===== src/rtl/mp_alu_seq_pkg.sv =====
// Shared definitions for the multi-precision ALU sequencer:
// ALU function codes and the sequencer state encoding.
package mp_alu_pkg;

    localparam logic [1:0] F_ADD = 2'b00;
    localparam logic [1:0] F_OP1 = 2'b01;
    localparam logic [1:0] F_OP2 = 2'b10;
    localparam logic [1:0] F_OP3 = 2'b11;

    typedef enum logic [1:0] {
        IDLE = 2'd0,
        RUN  = 2'd1,
        DONE = 2'd2
    } state_t;

endpackage


===== src/rtl/mp_alu_seq_if.sv =====
// Request/result bundle of the multi-precision ALU sequencer.
//
// Handshake: start is a request that is taken only while the sequencer is
// idle (busy=0); the operands and op fields are sampled on that same edge.
// A start seen while busy=1 is dropped, nothing is queued. done is a
// one-cycle pulse; result and the flags are valid from that cycle and stay
// put until the next accepted request starts overwriting them.
interface mp_alu_seq_if #(
    parameter int N = 8,
    parameter int W = 4
) ();
    logic           start;
    logic [1:0]     op_f;
    logic           op_comp;
    logic           op_ci;
    logic [N*W-1:0] a_in;
    logic [N*W-1:0] b_in;
    logic           busy;
    logic           done;
    logic [N*W-1:0] result;
    logic           uo_out;
    logic           so_out;
    logic           zero_out;

    modport master (
        output start, op_f, op_comp, op_ci, a_in, b_in,
        input  busy, done, result, uo_out, so_out, zero_out
    );

    modport slave (
        input  start, op_f, op_comp, op_ci, a_in, b_in,
        output busy, done, result, uo_out, so_out, zero_out
    );
endinterface


===== src/rtl/mp_alu_seq_alu.sv =====
// N-bit combinational ALU. f=00 adds a + (comp ? ~b : b) + ci; the other
// codes are bitwise AND/OR/XOR against the (optionally complemented) b.
// On add, uo reports carry, or borrow when subtracting (comp & ci), so a
// single word behaves like a conventional subtractor.
module alu
    import mp_alu_pkg::*;
#(
    parameter int N = 8
) (
    input  logic [N-1:0] a,
    input  logic [N-1:0] b,
    input  logic         ci,
    input  logic         comp,
    input  logic [1:0]   f,
    output logic [N-1:0] q,
    output logic         uo,
    output logic         so
);
    logic [N-1:0] bx;
    logic [N:0]   sum;

    // Word arithmetic/logic and flag generation.
    always_comb begin
        bx  = comp ? ~b : b;
        sum = {1'b0, a} + {1'b0, bx} + {{N{1'b0}}, ci};
        q   = '0;
        uo  = 1'b0;
        so  = 1'b0;
        case (f)
            F_ADD: begin
                q  = sum[N-1:0];
                uo = sum[N] ^ (comp & ci);
                so = (a[N-1] == bx[N-1]) && (sum[N-1] != a[N-1]);
            end
            F_OP1:   q = a & bx;
            F_OP2:   q = a | bx;
            F_OP3:   q = a ^ bx;
            default: q = '0;
        endcase
    end
endmodule


===== src/rtl/mp_alu_seq.sv =====
// Multi-precision sequencer in front of the N-bit ALU: runs a W-word
// operation one word per cycle, least-significant word first, chaining the
// raw carry between words, then reports carry/borrow, signed overflow and
// zero for the full width.
// Optional: MP_ALU_SEQ_ZFLAG_EN builds the zero flag; without it zero_out=0.
module mp_alu_seq
    import mp_alu_pkg::*;
#(
    parameter int N = 8,
    parameter int W = 4
) (
    input  logic              clk,
    input  logic              rst,
    mp_alu_seq_if.slave       bus,
    output state_t            dbg_state
);
    localparam int KW = (W > 1) ? $clog2(W) : 1;

    state_t         state, state_nxt;
    logic [KW-1:0]  k;
    logic           cy;
    logic [N*W-1:0] a_r, b_r;
    logic [1:0]     f_r;
    logic           comp_r, ci_r;
    logic [N*W-1:0] result_r;
    logic           uo_r, so_r;

    logic           accept, last;
    logic [N-1:0]   alu_q;
    logic           alu_uo, alu_so, rc, is_add;

    assign accept = (state == IDLE) && bus.start;
    assign last   = (k == KW'(W - 1));
    assign is_add = (f_r == F_ADD);

    alu #(.N(N)) u_alu (
        .a    (a_r[int'(k)*N +: N]),
        .b    (b_r[int'(k)*N +: N]),
        .ci   (cy),
        .comp (comp_r),
        .f    (f_r),
        .q    (alu_q),
        .uo   (alu_uo),
        .so   (alu_so)
    );

    // The ALU folds borrow inversion into uo on subtract; undo it so the
    // true carry propagates between words.
    assign rc = alu_uo ^ (comp_r & cy & is_add);

    // State register.
    always_ff @(posedge clk) begin
        if (rst) state <= IDLE;
        else     state <= state_nxt;
    end

    // Next-state: one RUN cycle per word, then a single DONE cycle.
    always_comb begin
        state_nxt = state;
        case (state)
            IDLE:    if (bus.start) state_nxt = RUN;
            RUN:     if (last)      state_nxt = DONE;
            DONE:    state_nxt = IDLE;
            default: state_nxt = IDLE;
        endcase
    end

    // Operand latch, word walk, result assembly and flag capture.
    always_ff @(posedge clk) begin
        if (rst) begin
            k        <= '0;
            cy       <= 1'b0;
            a_r      <= '0;
            b_r      <= '0;
            f_r      <= F_ADD;
            comp_r   <= 1'b0;
            ci_r     <= 1'b0;
            result_r <= '0;
            uo_r     <= 1'b0;
            so_r     <= 1'b0;
        end else if (accept) begin
            a_r    <= bus.a_in;
            b_r    <= bus.b_in;
            f_r    <= bus.op_f;
            comp_r <= bus.op_comp;
            ci_r   <= bus.op_ci;
            k      <= '0;
            cy     <= bus.op_ci;
        end else if (state == RUN) begin
            result_r[int'(k)*N +: N] <= alu_q;
            cy <= rc;
            if (last) begin
                // Re-apply the borrow convention once, for the whole width.
                uo_r <= rc ^ (comp_r & ci_r & is_add);
                so_r <= alu_so;
                k    <= '0;
            end else begin
                k <= k + KW'(1);
            end
        end
    end

`ifdef MP_ALU_SEQ_ZFLAG_EN
    logic z_acc, z_any, zero_r;
    assign z_any = ((k == '0) ? 1'b0 : z_acc) | (|alu_q);

    // Running OR of result words; registered as zero on the top word.
    always_ff @(posedge clk) begin
        if (rst) begin
            z_acc  <= 1'b0;
            zero_r <= 1'b0;
        end else if (state == RUN) begin
            z_acc <= z_any;
            if (last) zero_r <= ~z_any;
        end
    end
    assign bus.zero_out = zero_r;
`else
    assign bus.zero_out = 1'b0;
`endif

    assign bus.busy   = (state != IDLE);
    assign bus.done   = (state == DONE);
    assign bus.result = result_r;
    assign bus.uo_out = uo_r;
    assign bus.so_out = so_r;
    assign dbg_state  = state;
endmodule


===== src/flat_wrapper.sv =====
// flat-port wrapper written by rule: the top's interface ports become plain ports
module mp_alu_seq_flat import mp_alu_pkg::*;
#(
    parameter int N = 8,
    parameter int W = 4
)
  (clk, rst, dbg_state, bus_start, bus_op_f, bus_op_comp, bus_op_ci, bus_a_in, bus_b_in, bus_busy, bus_done, bus_result, bus_uo_out, bus_so_out, bus_zero_out);
  mp_alu_seq_if #(.N(N), .W(W)) bus_i ();
  input  logic clk;
  input  logic rst;
  output state_t dbg_state;
  input wire logic [$bits(bus_i.start)-1:0] bus_start;
  input wire logic [$bits(bus_i.op_f)-1:0] bus_op_f;
  input wire logic [$bits(bus_i.op_comp)-1:0] bus_op_comp;
  input wire logic [$bits(bus_i.op_ci)-1:0] bus_op_ci;
  input wire logic [$bits(bus_i.a_in)-1:0] bus_a_in;
  input wire logic [$bits(bus_i.b_in)-1:0] bus_b_in;
  output wire logic [$bits(bus_i.busy)-1:0] bus_busy;
  output wire logic [$bits(bus_i.done)-1:0] bus_done;
  output wire logic [$bits(bus_i.result)-1:0] bus_result;
  output wire logic [$bits(bus_i.uo_out)-1:0] bus_uo_out;
  output wire logic [$bits(bus_i.so_out)-1:0] bus_so_out;
  output wire logic [$bits(bus_i.zero_out)-1:0] bus_zero_out;
  assign bus_i.start = bus_start;
  assign bus_i.op_f = bus_op_f;
  assign bus_i.op_comp = bus_op_comp;
  assign bus_i.op_ci = bus_op_ci;
  assign bus_i.a_in = bus_a_in;
  assign bus_i.b_in = bus_b_in;
  assign bus_busy = bus_i.busy;
  assign bus_done = bus_i.done;
  assign bus_result = bus_i.result;
  assign bus_uo_out = bus_i.uo_out;
  assign bus_so_out = bus_i.so_out;
  assign bus_zero_out = bus_i.zero_out;
  mp_alu_seq #(.N(N), .W(W)) u_core (.clk(clk), .rst(rst), .bus(bus_i), .dbg_state(dbg_state));
endmodule

===== config.mk =====
export PLATFORM = sky130hd
export DESIGN_NAME = mp_alu_seq_flat
export DESIGN_NICKNAME = d
export VERILOG_FILES = /design/src/rtl/mp_alu_seq_pkg.sv /design/src/rtl/mp_alu_seq_if.sv /design/src/rtl/mp_alu_seq_alu.sv /design/src/rtl/mp_alu_seq.sv /design/src/flat_wrapper.sv
export SDC_FILE = /design/constraint.sdc
export NUM_CORES = 1
export LEC_CHECK = 0
export CAP_MARGIN = 20
export CORE_MARGIN = 1.5
export CORE_UTILIZATION = 51
export DETAILED_ROUTE_END_ITERATION = 12
export GPL_ROUTABILITY_DRIVEN = 0
export HOLD_SLACK_MARGIN = 0.12
export PLACE_DENSITY_LB_ADDON = 0.3
export SETUP_SLACK_MARGIN = 0.2
export SLEW_MARGIN = 20
export SYNTH_ARGS = -nofsm -noshare
export SYNTH_HDL_FRONTEND = slang
export SYNTH_SLANG_ARGS = --single-unit

===== constraint.sdc =====
create_clock -name clk -period 4.3 [get_ports clk]
set_clock_uncertainty 0.15 [all_clocks]
set_input_delay 0.86 -clock clk [delete_from_list [all_inputs] [get_ports clk]]
set_output_delay 0.86 -clock clk [all_outputs]
set_load 0.005 [all_outputs]

# ---- Yosys cells after proc, flatten, opt, wreduce, memory -nomap -nowiden
# Cells that the tools add are included.
dict set report classes {
  bitwise_logic 12
  n_eq_ne 10
  muxes 11
  add_sub_neg 4
  shifts 4
  reduce_logical 10
}
# op n
set op_table {}
lappend op_table {{32-bit by 6-bit indexed part select with 8-bit output} 2}
lappend op_table {{5-bit negator with 33-bit output} 1}
lappend op_table {{8-bit by 33-bit variable shift with 32-bit output, first input constant} 1}
lappend op_table {{8-bit by 33-bit indexed part select with 32-bit output} 1}
lappend op_table {{32-bit bitwise mux} 1}
lappend op_table {{8-bit one-hot mux with 4 select lines} 1}
lappend op_table {{8-bit by 8-bit adder with 9-bit output} 1}
lappend op_table {{9-bit by 1-bit adder with 9-bit output} 1}
lappend op_table {{8-bit bitwise AND} 1}
lappend op_table {{2-bit == test, second input constant} 4}
lappend op_table {{8-bit two-way mux} 1}
lappend op_table {{8-bit NOT} 1}
lappend op_table {{8-bit bitwise OR} 1}
lappend op_table {{8-bit XOR} 1}
lappend op_table {{2-bit two-way mux} 3}
lappend op_table {{1-bit bitwise AND} 4}
lappend op_table {{2-bit by 1-bit == test with 1-bit output, second input constant} 2}
lappend op_table {{2-bit zero test} 2}
lappend op_table {{1-bit two-way mux} 4}
lappend op_table {{2-bit one-hot mux with 2 select lines} 1}
lappend op_table {{2-bit AND reduction} 2}
lappend op_table {{2-bit nonzero test} 2}
lappend op_table {{3-bit AND reduction} 1}
lappend op_table {{1-bit XOR} 3}
lappend op_table {{8 further kinds} 9}
dict set report totals {
  inputBits 71
  elab_cells 62
  out_inout_bits 39
  reg_bits 107
}

# ---- Longest topological paths before layout
# Gate-level depths: netlist of run 1.
dict set report depth {
  depth_word 10
  ltp_mapped 12
  depth_no_buf 10
}

# ---- Hierarchy
# A second synthesis of run 1 with hierarchy kept.
dict set report unflattened {
  hier_cells 580
  area_unflattened_um2 5210.0
}
# mod seq_area_each_um2 area_per_inst_um2 cells_each instances
set by_module_without_submodules {}
lappend by_module_without_submodules {mp_alu_seq 2142.1 4286.6 463 1}
lappend by_module_without_submodules {alu 0.0 923.4 117 1}

# ---- Worst setup path before layout of run 1
# Ideal clock, no wire load.
dict set report synth_timing {
  path_type {reg-to-reg}
  start {register u_core.k[0]}
  end {register u_core.result_r[10], in the netlist u_core.bus.result[10]}
  n_path_buf 2
  setup_slack_ps 875
  setup_ps 117
  t_required_ps 4033
  path_stages_with_launch 12
  synth_period_minus_slack_ps 3425
  arrival_time_ps 3158
  cell_sequence {dfxtp_1 buf_4 buf_2 mux4_2 xnor2_1 fa_1 inv_1 ha_1 a21oi_2 xnor2_1 mux4_2 a22o_1}
}
dict set report synth_between {
  elab_chain_cells 8
  elab_cells_between_ends 14
  classes_between {add/sub: 3; shift: 4; mux: 3; bitwise: 4}
}
# element line
set synth_rtl {}
lappend synth_rtl {{start: declaration} mp_alu_seq.sv:20} ;# logic [KW-1:0] k;
lappend synth_rtl {{start signal: assignment} mp_alu_seq.sv:98} ;# k <= k + KW'(1);
lappend synth_rtl {{32-bit by 6-bit indexed part select with 8-bit output} mp_alu_seq.sv:38} ;# .b (b_r[int'(k)*N +: N]),
lappend synth_rtl {{8-bit NOT} mp_alu_seq_alu.sv:24} ;# bx = comp ? ~b : b;
lappend synth_rtl {{8-bit two-way mux} mp_alu_seq_alu.sv:24}
lappend synth_rtl {{8-bit by 8-bit adder with 9-bit output} mp_alu_seq_alu.sv:25} ;# sum = {1'b0, a} + {1'b0, bx} + {{N{1'b0}}, ci};
lappend synth_rtl {{9-bit by 1-bit adder with 9-bit output} mp_alu_seq_alu.sv:25}
lappend synth_rtl {{8-bit one-hot mux with 4 select lines} mp_alu_seq_alu.sv:29} ;# case (f)
lappend synth_rtl {{8-bit by 33-bit indexed part select with 32-bit output} mp_alu_seq.sv:90} ;# result_r[int'(k)*N +: N] <= alu_q;
lappend synth_rtl {{32-bit bitwise mux (*)} mp_alu_seq.sv:90}
lappend synth_rtl {{end signal: indexed assignment} mp_alu_seq.sv:90}
lappend synth_rtl {{end: declaration} mp_alu_seq.sv:25} ;# logic [N*W-1:0] result_r;
# Every way passes the cells marked *; elsewhere a longest branch is shown, timed or not.
# A chain may end at the register's enable or synchronous reset.

# ---- Worst setup path in the final report of run 1
dict set report layout_timing {
  start {register u_core.k[0]}
  end {register u_core.result_r[6], in the netlist u_core.bus.result[6]}
}
# Same word-level chain as after synthesis.

==> impl_metrics.csv, run 1 <==
group,metric,value,unit
synthesis,synthesis.nets,688,
placement,portBuffers,108,
timing,tns,0,ps
timing,min_period_over_period,83.8,%
synthesis,seq_area_frac_synth,41.9,%
drt,drt-met1-wl,5.35,mm
drt,route.detailed.vias_per_inst,5.50,
clock_tree,htreeDepth,3,
critical_path,critPathMaxStageDelay,690,ps
pwr,p_leak,2.45,nW
clock_tree,cts_setup_buffers,0,
floorplan,placementRows,36,
timing,slew_viol_final,0,
pwr,p_int,1.46,mW
timing,worst_slew_pin_slew,906,ps
synthesis,avgSynthCellArea,8.59,µm²
placement,dp_hpwl,9.55,mm
clock_tree,clkSinkCount,107,
critical_path,worst-path-buf-inv,1,
clock_tree,numCtsBuffers,9,
critical_path,endpoint_kind,"register",
pwr,switchingPower,0.591,mW
placement,preCtsSetupSlack,750,ps
drt,dr.max_layer_used,"met4",
timing,fin_crit,3600,ps
synthesis,ys_async_sr_fraction,0,%
synthesis,ys_warn_count,0,
job,maxCapViolCount,0,
clock_tree,ctsRootBufferMaster,"clkbuf_8",
clock_tree,cts_resized,0,
critical_path,path_max_fanout,12,
drt,vias,4523,
critical_path,crit_chain,"buf_4 -> mux4_2 -> ha_1 -> a21o_1 -> a21oi_1 -> o41ai_2 -> or3_1 -> a21oi_1 -> o31ai_1",
pwr,power,2.05,mW
layout,antenna_cells,0,
clock_tree,insertion_delay,360,ps
layout,nFillCells,810,
global_routing,antenna_found_initial,0,
critical_path,crit_path_frequent_cell,"a21oi_1",
layout,multi_input_area,0.00272,mm²
timing,max_freq,0.277,GHz
synthesis,ys.flop_type,"dfxtp_1",
pwr,power_frac_seq,52.4,%
drt,ant_nets,0,
pwr,power_frac_comb,21.1,%
synthesis,synth.area.top_cells,"dfxtp_1 42%, nand2_1 13%, mux4_2 8.8%, a21oi_1 7.9%, ha_1 5.1%",
layout,drive_gt1_share,7.69,%
drt,drt_iter0_drc,265,
clock_tree,postCtsHoldBufs,0,
timing,timing.final.ws_setup,696,ps
layout,nets,778,
floorplan,core,0.00973,mm²
worst_hold_path,hold_path_class,"reg -> reg",
timing,finalSetupViolCount,0,
timing,hold_viol_final,0,
critical_path,cp_top_family,"compound AO/OA/AOI/OAI gates",
synthesis,ys_ff_latch,107,
critical_path,critPathSlowestCell,"dfxtp_1",
drt,met3WireLength,858,µm
synthesis,syn_inst,595,
timing,rsz0062_at_grt,"false",
synthesis,synth_edf_count,0,
placement,place_inst,807,
floorplan,die_h,103,µm
layout,syn_to_final_growth,26.0,%
synthesis,yosysTopAreaCell,"dfxtp_1",
critical_path,critical_path_required,4380,ps
drt,drt-pass1-iter-count,4,
critical_path,worstSetupStartpointType,"register",
drt,wl,12.2,mm
critical_path,cp.arrival,3690,ps
layout,design_area,0.00644,mm²
global_routing,grt_pass1_vias,4335,
floorplan,io-pin-count,110,
status,status,"finished clean",
pwr,sw_frac_of_total,28.8,%
timing,relSlewSlack,39.6,%
floorplan,die_area,0.0106,mm²
synthesis,synth_cell_types,46,
layout,regArea,0.00214,mm²
layout,final_core_utilization,66.2,%
drt,wl_met2,5.68,mm
floorplan,die-width,103,µm
placement,place_area,0.00627,mm²
floorplan,initial_core_util,52.5,%
clock_tree,cts.path.max_buffers,2,
global_routing,grt_pass1_wl,20.2,mm
drt,drcViolationCount,0,
timing,holdWs,308,ps
layout,fin_cells,822,
critical_path,crit_type,"reg -> reg",
global_routing,grt_overflow,0,
pwr,pwr-share-clk,26.5,%
clock_tree,tritoncts,"done",
pwr,irDropWorstVdd,0.144,mV
global_routing,grt_max_degree,69,
drt,wl_per_cell,14.9,µm
synthesis,synth.top_cell.area_share,41.9,%
synthesis,syn_area,0.00511,mm²
clock_tree,clkTransAtPathRegs,90,ps
global_routing,grtUsageTotal,24.4,%
pwr,p_per_area,318,mW/mm²
==> state kept, by name, summed over array words and instances (netlist names) <==
name               cells
u_core.comp_r          1
u_core.cy              1
u_core.bus.so_out      1
u_core.bus.uo_out      1
u_core.a_r            32
u_core.dbg_state       2
u_core.k               2
u_core.ci_r            1
u_core.bus.result     32
u_core.b_r            32
u_core.f_r             2
==> cell families after synthesis <==
kind of cell    synth area share (%)
compound gates                  17.0
flops                           41.9
fa+ha+maj                       5.53
buf+inv                         4.99
mux                             10.4
xor+xnor                        1.84
simple gates                    18.2
other cells                   0.0734
==> placed cells by master (no fill, tap or decap), types with 2 or more instances in the layout <==
cell type        instances
ha_1                    21
nor2_1                   7
inv_1                   28
clkbuf_8                10
o211a_1                  2
nor3b_1                  3
a22o_1                   9
o21ai_0                 11
nand2_1                172
mux2i_1                  6
xor2_1                   4
a22oi_1                  2
a211oi_1                 4
o21a_1                   3
buf_4                    8
nor3_1                   5
clkdlybuf4s50_1        107
mux2_2                   2
xnor2_1                  3
nor2b_1                  3
or3_1                    3
nand2b_1                 4
mux4_2                  20
a32o_1                   8
o31ai_1                 10
a21oi_1                 81
and3_1                   7
nand4_1                  4
clkinvlp_4               3
or2_2                    3
a21o_1                   2
nand3_1                 10
dfxtp_1                107
==> per-layer routing <==
| metal | vias to the layer above | GRT usage [%] |
|---|---|---|
| li1 | 2221 | - |
| met1 | 2063 | 31.3 |
| met2 | 205 | 40.5 |
| met3 | 34 | 3.93 |
| met4 | 0 | 11.3 |
| met5 | - | 0 |
==> synth_stat cells (2+ instances only) <==
master / count
or3_1: 3
xnor2_1: 3
a211oi_1: 4
clkbuf_1: 29
nand4_1: 4
a22o_1: 9
xor2_1: 4
nor2b_1: 3
nor3b_1: 3
o211a_1: 2
a32o_1: 8
inv_1: 28
o31ai_1: 10
and3_1: 7
dfxtp_1: 107
o21a_1: 3
buf_2: 3
a21oi_1: 81
nand3_1: 10
mux2i_1: 6
a22oi_1: 2
o21ai_0: 11
or2_2: 3
ha_1: 21
a21o_1: 2
mux4_2: 20
nand2b_1: 4
nor2_1: 8
buf_4: 2
mux2_2: 2
nor3_1: 5
nand2_1: 172
buf_1: 3
==> cell type report <==
class	instances	area share, %
Multi-Input combinational cell	423	42.3
Clock buffer	11	2.20
Sequential cell	107	33.3
Tap cell	133	2.58
Inverter	28	1.63
Timing Repair Buffer	116	17.6
Clock inverter	4	0.427
==> power groups by stage <==
| stage | combinational, mW | sequential (mW) | clock (mW) |
|---|---|---|---|
| floorplan | 0.286 | 1.08 | 0 |
| global placement | 0.410 | 1.09 | 0 |
| detailed placement | 0.427 | 1.10 | 0 |
| CTS | 0.428 | 1.07 | 0.552 |
| global route | 0.478 | 1.08 | 0.595 |
| finish | 0.432 | 1.07 | 0.543 |
==> worst register-to-register path: cells and delay by family (launching register included) <==
| kind | cells | cell delay, ps |
|---|---|---|
| flops | 1 | 690 |
| compound gates | 5 | 960 |
| mux | 1 | 570 |
| buf+inv | 1 | 340 |
| simple gates | 1 | 350 |
| fa+ha+maj | 1 | 410 |
==> path summary, 6_finish.rpt <==
check	from	to	slack, ps	cells after the start
setup reg to reg	u_core.k[0]	u_core.bus.result[6]	700	9
setup / recovery	u_core.k[0]	u_core.bus.result[6]	700	9
hold / removal	u_core.a_r[15]	u_core.a_r[15]	310	2
hold reg to reg	u_core.a_r[15]	u_core.a_r[15]	310	2
Note: power is estimated with default switching activity, not from simulation.
==> run 2, diff against run 1 <==
- CORE_UTILIZATION: 51 -> 46
- clock period: 4.3 -> 3.2 ns (I/O delays scaled with it)
==> run 2 against run 1 <==
Effect of this change:
- hold slack lost 3.3 ps
- clock-buffer cell count shrank 1
- sequential power grew 35%
- total power grew 42%
- global-route usage shrank 2.5 points
- non-clock buffer count grew 10
- fmax grew 19%
- flip-flop and latch count is the same
- cell count grew 2.2%
- worst setup slack lost 520 ps
- critical path depth grew 1
- die area grew 11%
- largest cell class unchanged
==> impl_metrics.csv, run 2 (same netlist as run 1, synthesis figures left out) <==
group,metric,value,unit
layout,drive_gt1_share,14.1,%
pwr,p_per_area,426,mW/mm²
pwr,sw_frac_of_total,30.0,%
global_routing,antenna_found_initial,0,
critical_path,path_max_fanout,7,
pwr,irDropWorstVdd,0.207,mV
timing,worst_slew_pin_slew,760,ps
timing,hold_viol_final,0,
global_routing,grt_pass1_wl,20.4,mm
critical_path,endpoint_kind,"register",
pwr,power_frac_comb,23.3,%
layout,design_area,0.00680,mm²
timing,slew_viol_final,0,
layout,layout_commonest_cell,"nand2_1",
clock_tree,numCtsBuffers,9,
floorplan,die-width,108,µm
critical_path,worst-path-buf-inv,2,
pwr,power,2.90,mW
global_routing,grt_util_met3,4.04,%
global_routing,grt_overflow,0,
clock_tree,postCtsHoldBufs,0,
clock_tree,tritoncts,"done",
timing,finalSetupViolCount,0,
drt,ant_nets,0,
critical_path,cp.arrival,3150,ps
timing,tns,0,ps
global_routing,grt_max_degree,76,
drt,route.detailed.vias_per_inst,5.44,
layout,final_cell_mix,"171 x nand2_1, 107 x clkdlybuf4s50_1, 105 x dfxtp_1, 78 x a21oi_1, 26 x inv_1",
timing,max_freq,0.330,GHz
critical_path,crit_chain,"buf_6 -> mux4_2 -> xnor2_4 -> fa_2 -> inv_4 -> ha_4 -> a21oi_2 -> xnor2_1 -> mux4_2 -> a22o_1",
job,maxCapViolCount,0,
floorplan,placementRows,38,
placement,dp_hpwl,9.19,mm
drt,vias,4572,
clock_tree,clkSinkCount,107,
worst_hold_path,hold_path_class,"reg -> reg",
timing,min_period_over_period,94.6,%
floorplan,die_h,108,µm
critical_path,crit_type,"reg -> reg",
status,status,"finished clean",
timing,rsz0062_at_grt,"true",
floorplan,io-pin-count,110,
floorplan,die_area,0.0118,mm²
drt,drt_iter0_drc,279,
critical_path,critPathMaxStageDelay,550,ps
global_routing,met2_usage,38.2,%
timing,fin_crit,3030,ps
global_routing,use_met1,27.3,%
floorplan,core,0.0108,mm²
layout,antenna_cells,0,
layout,nets,788,
critical_path,crit_path_frequent_cell,"mux4_2",
global_routing,grtUsageTotal,22.0,%
drt,drt-pass1-iter-count,5,
critical_path,cp_top_family,"multiplexers",
clock_tree,cts.path.max_buffers,2,
critical_path,critPathSlowestCell,"mux4_2",
clock_tree,htreeDepth,3,
drt,drcViolationCount,0,
pwr,p_int,2.03,mW
pwr,pwr-share-clk,27.2,%
clock_tree,clkTransAtPathRegs,110,ps
global_routing,top_usage_layer,"met2",
pwr,p_leak,2.58,nW
clock_tree,ctsRootBufferMaster,"clkbuf_8",
drt,wl_per_cell,15.0,µm
layout,syn_to_final_growth,33.1,%
timing,relSlewSlack,49.3,%
critical_path,critical_path_required,3330,ps
pwr,switchingPower,0.869,mW
critical_path,worstSetupStartpointType,"register",
critical_path,r2r_setup_slack,170,ps
global_routing,grt_pass1_vias,4420,
drt,wl,12.6,mm
pwr,power_frac_seq,49.5,%
placement,place_area,0.00636,mm²
placement,portBuffers,108,
floorplan,initial_core_util,47.1,%
layout,nFillCells,915,
clock_tree,insertion_delay,380,ps
==> run 2: cell count changes in the layout (fill, tap and decap cells not counted), moves of 4 or more <==
cell     previous run  this run
buf_4               8        12
ha_1               21        14
ha_4                0         4
o21ai_0            11         3
o21ai_1             0         6
o31ai_1            10         5
o31ai_2             0         5
==> run 2: stage by stage <==
step | setup WS (ps) | hold slack, ps | util [%] | std cells
after floorplan | 172 | 283 | - | 595
after global placement | 143 | 291 | 58.7 | 818
after detailed placement | 45.5 | 291 | 58.7 | 818
after CTS | 190 | 309 | 61.1 | 835
after global routing | 47.8 | 325 | 62.7 | 840
final | 172 | 305 | 62.7 | 840
==> run 2: layout make-up <==
| cell class | instances | area (µm²) | share of cell area (%) |
|---|---|---|---|
| Clock buffer | 10 | 138 | 2.02 |
| Timing Repair Buffer | 126 | 1260 | 18.5 |
| Clock inverter | 6 | 47.5 | 0.699 |
| Tap cell | 140 | 175 | 2.58 |
| Inverter | 28 | 108 | 1.58 |
| Sequential cell | 107 | 2150 | 31.6 |
| Multi-Input combinational cell | 423 | 2930 | 43.0 |
==> run 2: what timing repair did <==
action / 4_1_cts / 5_1_grt
gates cloned: 0 / 0
setup endpoints to repair: 18 / 20
gates resized for setup: 10 / 34
pin swaps: 0 / 14
buffers inserted: 1 / 5
==> run 2: worst register-to-register path: cells and delay by family, from the launching register on <==
| family | cells | cell delay [ps] |
|---|---|---|
| multiplexers | 2 | 1050 |
| adder cells (fa/ha/maj) | 2 | 510 |
| XOR/XNOR | 2 | 290 |
| flip-flops | 1 | 430 |
| AO/OA/AOI/OAI | 2 | 280 |
| buffers and inverters | 2 | 220 |
==> run 2: final timing paths <==
kind / start / endpoint / cells past startpoint
max: u_core.k[0] / u_core.bus.result[18] / 10
min: u_core.bus.result[8] / u_core.bus.result[8] / 2
max reg2reg: u_core.k[0] / u_core.bus.result[18] / 10
min reg2reg: u_core.bus.result[8] / u_core.bus.result[8] / 2
==> run 2: power by group through the flow <==
stage,Sequential (mW),Clock (mW),Combinational [mW]
after global placement,1.46,0,0.580
after detailed placement,1.47,0,0.598
after global routing,1.45,0.852,0.743
final,1.44,0.788,0.675
after CTS,1.44,0.798,0.618
after floorplan,1.45,0,0.395
==> run 2: layer usage <==
metal  vias to the layer above  part of all wire, %
met3                        19                  5.0
met4                         0                  1.3
met5                         -                    0
met1                      2187                   42
li1                       2241                    -
met2                       125                   52
